$ cat config.mk
export PLATFORM = sky130hd
export DESIGN_NAME = pipeline_exec_ctrl
export DESIGN_NICKNAME = d
export VERILOG_FILES = /design/src/rtl/pipeline_exec_ctrl.sv
export SDC_FILE = /design/constraint.sdc
export NUM_CORES = 1
export LEC_CHECK = 0
export ABC_AREA = 1
export BUFFER_PORTS_ARGS = -buffer_cell sky130_fd_sc_hd__buf_2
export CAP_MARGIN = 30
export CORE_MARGIN = 1.5
export CORE_UTILIZATION = 56
export DETAILED_ROUTE_END_ITERATION = 7
export PLACE_DENSITY = 0.81
export REMOVE_ABC_BUFFERS = 1
export SETUP_SLACK_MARGIN = 0.15
export SLEW_MARGIN = 10
export SYNTH_ARGS = -nofsm -noshare
export SYNTH_HDL_FRONTEND = slang
export SYNTH_SLANG_ARGS = --single-unit
export TNS_END_PERCENT = 1
$ cat constraint.sdc
create_clock -name clk -period 2.2 [get_ports clk]
set_input_delay 0.11 -clock clk [delete_from_list [all_inputs] [get_ports clk]]
set_output_delay 0.11 -clock clk [all_outputs]
set_load 0.01 [all_outputs]
$ cat src/rtl/pipeline_exec_ctrl.sv
// Execution sequencer for the 5-stage pipeline: turns debug RUN/STEP/STOP commands
// into the global advance enable, folds in load-use stalls, and drains on HALT.
module pipeline_exec_ctrl #(
  parameter int DRAIN_CYCLES = 4,
  parameter int CNT_W        = 32
) (
  input  logic             clk,
  input  logic             rst,
  input  logic             i_cmd_valid,
  input  logic [1:0]       i_cmd,
  output logic             o_cmd_ready,
  input  logic             i_halt_in_ID,
  input  logic             i_load_use_hazard,
  output logic             o_step,
  output logic             o_write_pc,
  output logic             o_write_IF_ID,
  output logic             o_kill_IF_ID,
  output logic             o_bubble_ID_EX,
  output logic             o_done,
  output logic [2:0]       o_state,
  output logic [CNT_W-1:0] o_cycle_count
);

  localparam int DW = (DRAIN_CYCLES > 1) ? $clog2(DRAIN_CYCLES) : 1;
  localparam logic [DW-1:0] DRAIN_LOAD = DW'(DRAIN_CYCLES - 1);

  localparam logic [1:0] CMD_RUN  = 2'b01;
  localparam logic [1:0] CMD_STEP = 2'b10;
  localparam logic [1:0] CMD_STOP = 2'b11;

  typedef enum logic [2:0] {
    IDLE  = 3'd0,
    RUN   = 3'd1,
    STEP  = 3'd2,
    DRAIN = 3'd3,
    DONE  = 3'd4
  } state_e;

  state_e           state_q, state_d;
  logic [DW-1:0]    drainCnt_q, drainCnt_d;
  logic [CNT_W-1:0] cycleCount_q, cycleCount_d;
  logic             cmdAccept;
  logic             hz;

  assign o_cmd_ready    = (state_q == IDLE) || (state_q == RUN) || (state_q == DONE);
  assign o_step         = (state_q == RUN) || (state_q == STEP) || (state_q == DRAIN);
  // Stalls only matter while new instructions still enter; draining only pushes bubbles.
  assign hz             = i_load_use_hazard && o_step && (state_q != DRAIN);
  assign o_write_pc     = o_step && !hz && (state_q != DRAIN);
  assign o_write_IF_ID  = o_step && !hz;
  assign o_kill_IF_ID   = (state_q == DRAIN);
  assign o_bubble_ID_EX = hz;
  assign o_done         = (state_q == DONE);
  assign o_state        = state_q;
  assign o_cycle_count  = cycleCount_q;

  assign cmdAccept = i_cmd_valid && o_cmd_ready;

  always_comb begin
    state_d    = state_q;
    drainCnt_d = drainCnt_q;
    unique case (state_q)
      IDLE: begin
        if (cmdAccept && (i_cmd == CMD_RUN)) begin
          state_d = RUN;
        end else if (cmdAccept && (i_cmd == CMD_STEP)) begin
          state_d = STEP;
        end
      end
      RUN: begin
        // HALT wins over a simultaneous STOP; that STOP is consumed and dropped.
        if (i_halt_in_ID) begin
          state_d    = DRAIN;
          drainCnt_d = DRAIN_LOAD;
        end else if (cmdAccept && (i_cmd == CMD_STOP)) begin
          state_d = IDLE;
        end
      end
      STEP: begin
        if (i_halt_in_ID) begin
          state_d    = DRAIN;
          drainCnt_d = DRAIN_LOAD;
        end else begin
          state_d = IDLE;
        end
      end
      DRAIN: begin
        if (drainCnt_q == '0) begin
          state_d = DONE;
        end else begin
          drainCnt_d = drainCnt_q - DW'(1);
        end
      end
      DONE: begin
        if (cmdAccept && (i_cmd == CMD_STOP)) begin
          state_d = IDLE;
        end
      end
      default: state_d = IDLE;
    endcase
  end

  always_comb begin
    cycleCount_d = cycleCount_q;
    if (o_step && (cycleCount_q != '1)) begin
      cycleCount_d = cycleCount_q + CNT_W'(1);
    end
  end

  always_ff @(posedge clk or posedge rst) begin
    if (rst) begin
      state_q      <= IDLE;
      drainCnt_q   <= '0;
      cycleCount_q <= '0;
    end else begin
      state_q      <= state_d;
      drainCnt_q   <= drainCnt_d;
      cycleCount_q <= cycleCount_d;
    end
  end

endmodule

==> flow_metrics.env <==
export IMPL_status="finished, final reports clean"
export IMPL_period_needed_ps=1850
export IMPL_r2r_end="o_cycle_count[12]"
export IMPL_syn_area_um2=2540
export IMPL_drtPass1Iterations=4
export IMPL_htree_levels=2
export IMPL_crit_arrival_ps=1740
export IMPL_drt_iter0_drc=160
export IMPL_max_stage_delay_ps=440
export IMPL_numCtsBuffers=5
export IMPL_required_ps=2090
export IMPL_finalHoldViolCount=0
export IMPL_grt_pass1_vias=2418
export IMPL_crit_path_top_delay_cell="dfrtp_1"
export IMPL_clock_sinks=37
export IMPL_ant_nets=0
export IMPL_finalPower_mw=2.54
export IMPL_cts_tree="done"
export IMPL_crit_reg2reg_launch="o_cycle_count[1]"
export IMPL_drc=0
export IMPL_clk_pin_slew_ps=70
export IMPL_root_buffer="clkbuf_8"
export IMPL_reg2reg_slack_ps=370
export IMPL_layout_worst_path_cycle_share_pct=84.0
export IMPL_routed_via_density=5.14
export IMPL_final_max_slew_viol_count=0
export IMPL_crit_chain="inv_1 > nor3_2 > nor2_1 > nor3_1 > nand2_1 > inv_1 > buf_2"
export IMPL_rr_worst_depth=10
export IMPL_crit_fanout=6
export IMPL_start_util_pct=58.4
export IMPL_gp_congestion=0.982
export IMPL_die_x_um=70.4
export IMPL_grt_pass1_wl_mm=10.4
export IMPL_ir_worst_vdd_mv=0.607
export IMPL_track_usage_pct=26.0
export IMPL_fmax_mhz=541
export IMPL_tns_ps=0
export IMPL_layout_drive_gt1_share_pct=14.8
export IMPL_die_h_um=70.4
export IMPL_worstHoldEndpoint="o_state[1]"
export IMPL_cts_resized_gates=0
export IMPL_min_path_cells=4
export IMPL_hold_start="i_cmd[0]"
export IMPL_worst_pin_slew_ps=473
export IMPL_cts_max_path_buffers=2
export IMPL_cpMostUsedCell="inv_1"
export IMPL_end_kind="output pin"
export IMPL_overflow=0
export IMPL_seq_area_frac_synth_pct=36.4
export IMPL_synth_seq_cells=37
export IMPL_maxCapViolations=0
export IMPL_die_area_um2=4950
export IMPL_syn2layout_area_growth_pct=14.8
export IMPL_io_buffers=48
export IMPL_wl_mm=6.06
export IMPL_power_density_nw_per_um2=870
export IMPL_grt_max_degree=38
export IMPL_leakagePower_nw=1.60
export IMPL_io_pins=49
export IMPL_nets=468
export IMPL_num_antenna_cells=0
export IMPL_wl_per_cell_um=11.9
export IMPL_worstSetupStartpointType="register"
export IMPL_vias=2629
export IMPL_dp_hpwl_mm=4.55
export IMPL_yosys_warnings=0
export IMPL_antenna_found_initial=0
export IMPL_ys_types=25
export IMPL_setup_viol=0
export IMPL_skew_ps=7.61
export IMPL_rows=24
export IMPL_synthCells=406
export IMPL_syn_avg_cell_area_um2=6.26
export IMPL_design_core_area_um2=4350
export IMPL_clkLatencyLatePin_ps=290
export IMPL_rsz0062_at_grt="false"
export IMPL_timing_worst_setup_path_type="reg2out"
export IMPL_slew_headroom_pct=68.4
export IMPL_hold_path_class="in2reg"
## cell usage in the layout, fill, tap and decap left out
master / instances
a22oi_1: 1
nand2_4: 2
buf_4: 3
nor3_1: 3
xor2_1: 8
nand3b_1: 1
nor2_8: 1
dfrtp_1: 37
nand3_1: 17
nor2_4: 1
xnor2_1: 5
a21o_1: 1
nand4_1: 5
buf_2: 48
o21ai_0: 7
nor2_2: 3
nand2_2: 2
ha_1: 2
clkbuf_8: 6
clkbuf_1: 1
nor3_2: 1
a21oi_1: 4
inv_1: 39
nand2_1: 201
nor2_1: 58
inv_4: 1
dlygate4sd3_1: 1
## through the flow
stage	hold WS, ps	util (%)	cells	worst slack [ps]	instance area (um2)
2_1_floorplan	290	-	400	404	2490
3_3_place_gp	238	64.8	503	454	2820
3_5_place_dp	248	64.8	503	373	2820
4_1_cts	165	67.0	511	361	2920
5_1_grt	203	67.0	511	172	2920
6_report	164	67.0	511	352	2920
## state kept, by name, summed over array words and instances, names as in the netlist
register / count
drainCnt_q: 2
o_state: 3
o_cycle_count: 32
## cell type report
type | instances | area, um2
Fill cell | 399 | 1440
Multi-Input combinational cell | 323 | 1420
Clock buffer | 7 | 86.3
Inverter | 40 | 153
Tap cell | 52 | 65.1
Sequential cell | 37 | 926
Timing Repair Buffer | 52 | 273
## power by group
part           internal (mW)  switching, mW
logic                  0.371          0.781
registers              0.773          0.124
clock network          0.249          0.240
total                   1.39           1.14
## synth_stat cells
library cell | count | area, um2
ha_1 | 2 | 25.0
nor2_8 | 1 | 20.0
buf_4 | 3 | 22.5
buf_6 | 2 | 22.5
nand4_1 | 5 | 31.3
nand2_4 | 2 | 22.5
nor3_2 | 1 | 10.0
inv_4 | 1 | 6.26
inv_1 | 39 | 146
dfrtp_1 | 37 | 926
nand2_1 | 201 | 754
a21oi_1 | 4 | 20.0
nor2_4 | 1 | 11.3
nand3b_1 | 1 | 7.51
nor2_2 | 3 | 18.8
o21ai_0 | 7 | 35.0
xor2_1 | 8 | 70.1
a21o_1 | 1 | 7.51
nor3_1 | 3 | 15.0
clkbuf_1 | 1 | 3.75
nand3_1 | 17 | 85.1
xnor2_1 | 5 | 43.8
a22oi_1 | 1 | 7.51
nor2_1 | 58 | 218
nand2_2 | 2 | 12.5
## worst max-delay path: cells and delay by family (launching register included)
kind,cells,cell delay (ps)
and+or+nand+nor,4,710
DFF,1,440
buffers and inverters,3,310
## what timing repair did
item | in CTS | in global routing
hold buffers | 1 | 0
setup buffers | 0 | 0
endpoints found under the hold margin | 37 | 0
setup endpoints to repair | 0 | 0
## worst max-delay path by stage
stage,slack [ps],end,startpoint,cells after the start
global placement,450,o_cycle_count[27],o_cycle_count[1],10
detailed placement,370,o_cycle_count[12],o_cycle_count[1],10
global route,170,o_write_pc,o_state[1],7
finish,350,o_write_pc,o_state[1],7
CTS,360,o_cycle_count[12],o_cycle_count[1],10
floorplan,400,o_cycle_count[10],o_cycle_count[1],10
## routing by layer
layer / vias to the layer above / GRT usage, % / part of all wire, %
met2: 77 / 43.3 / 47
met5: - / 0 / 0
li1: 1340 / - / -
met4: 0 / 7.69 / 0.96
met1: 1205 / 34.2 / 46
met3: 7 / 5.19 / 5.8
## kinds of logic after synthesis
group	share of synthesized area (%)
simple gates	47.4
xor+xnor	4.48
fa+ha+maj	0.984
compound gates	2.76
buf+inv	7.92
flops	36.4
Power figures use the tool's default switching activity.
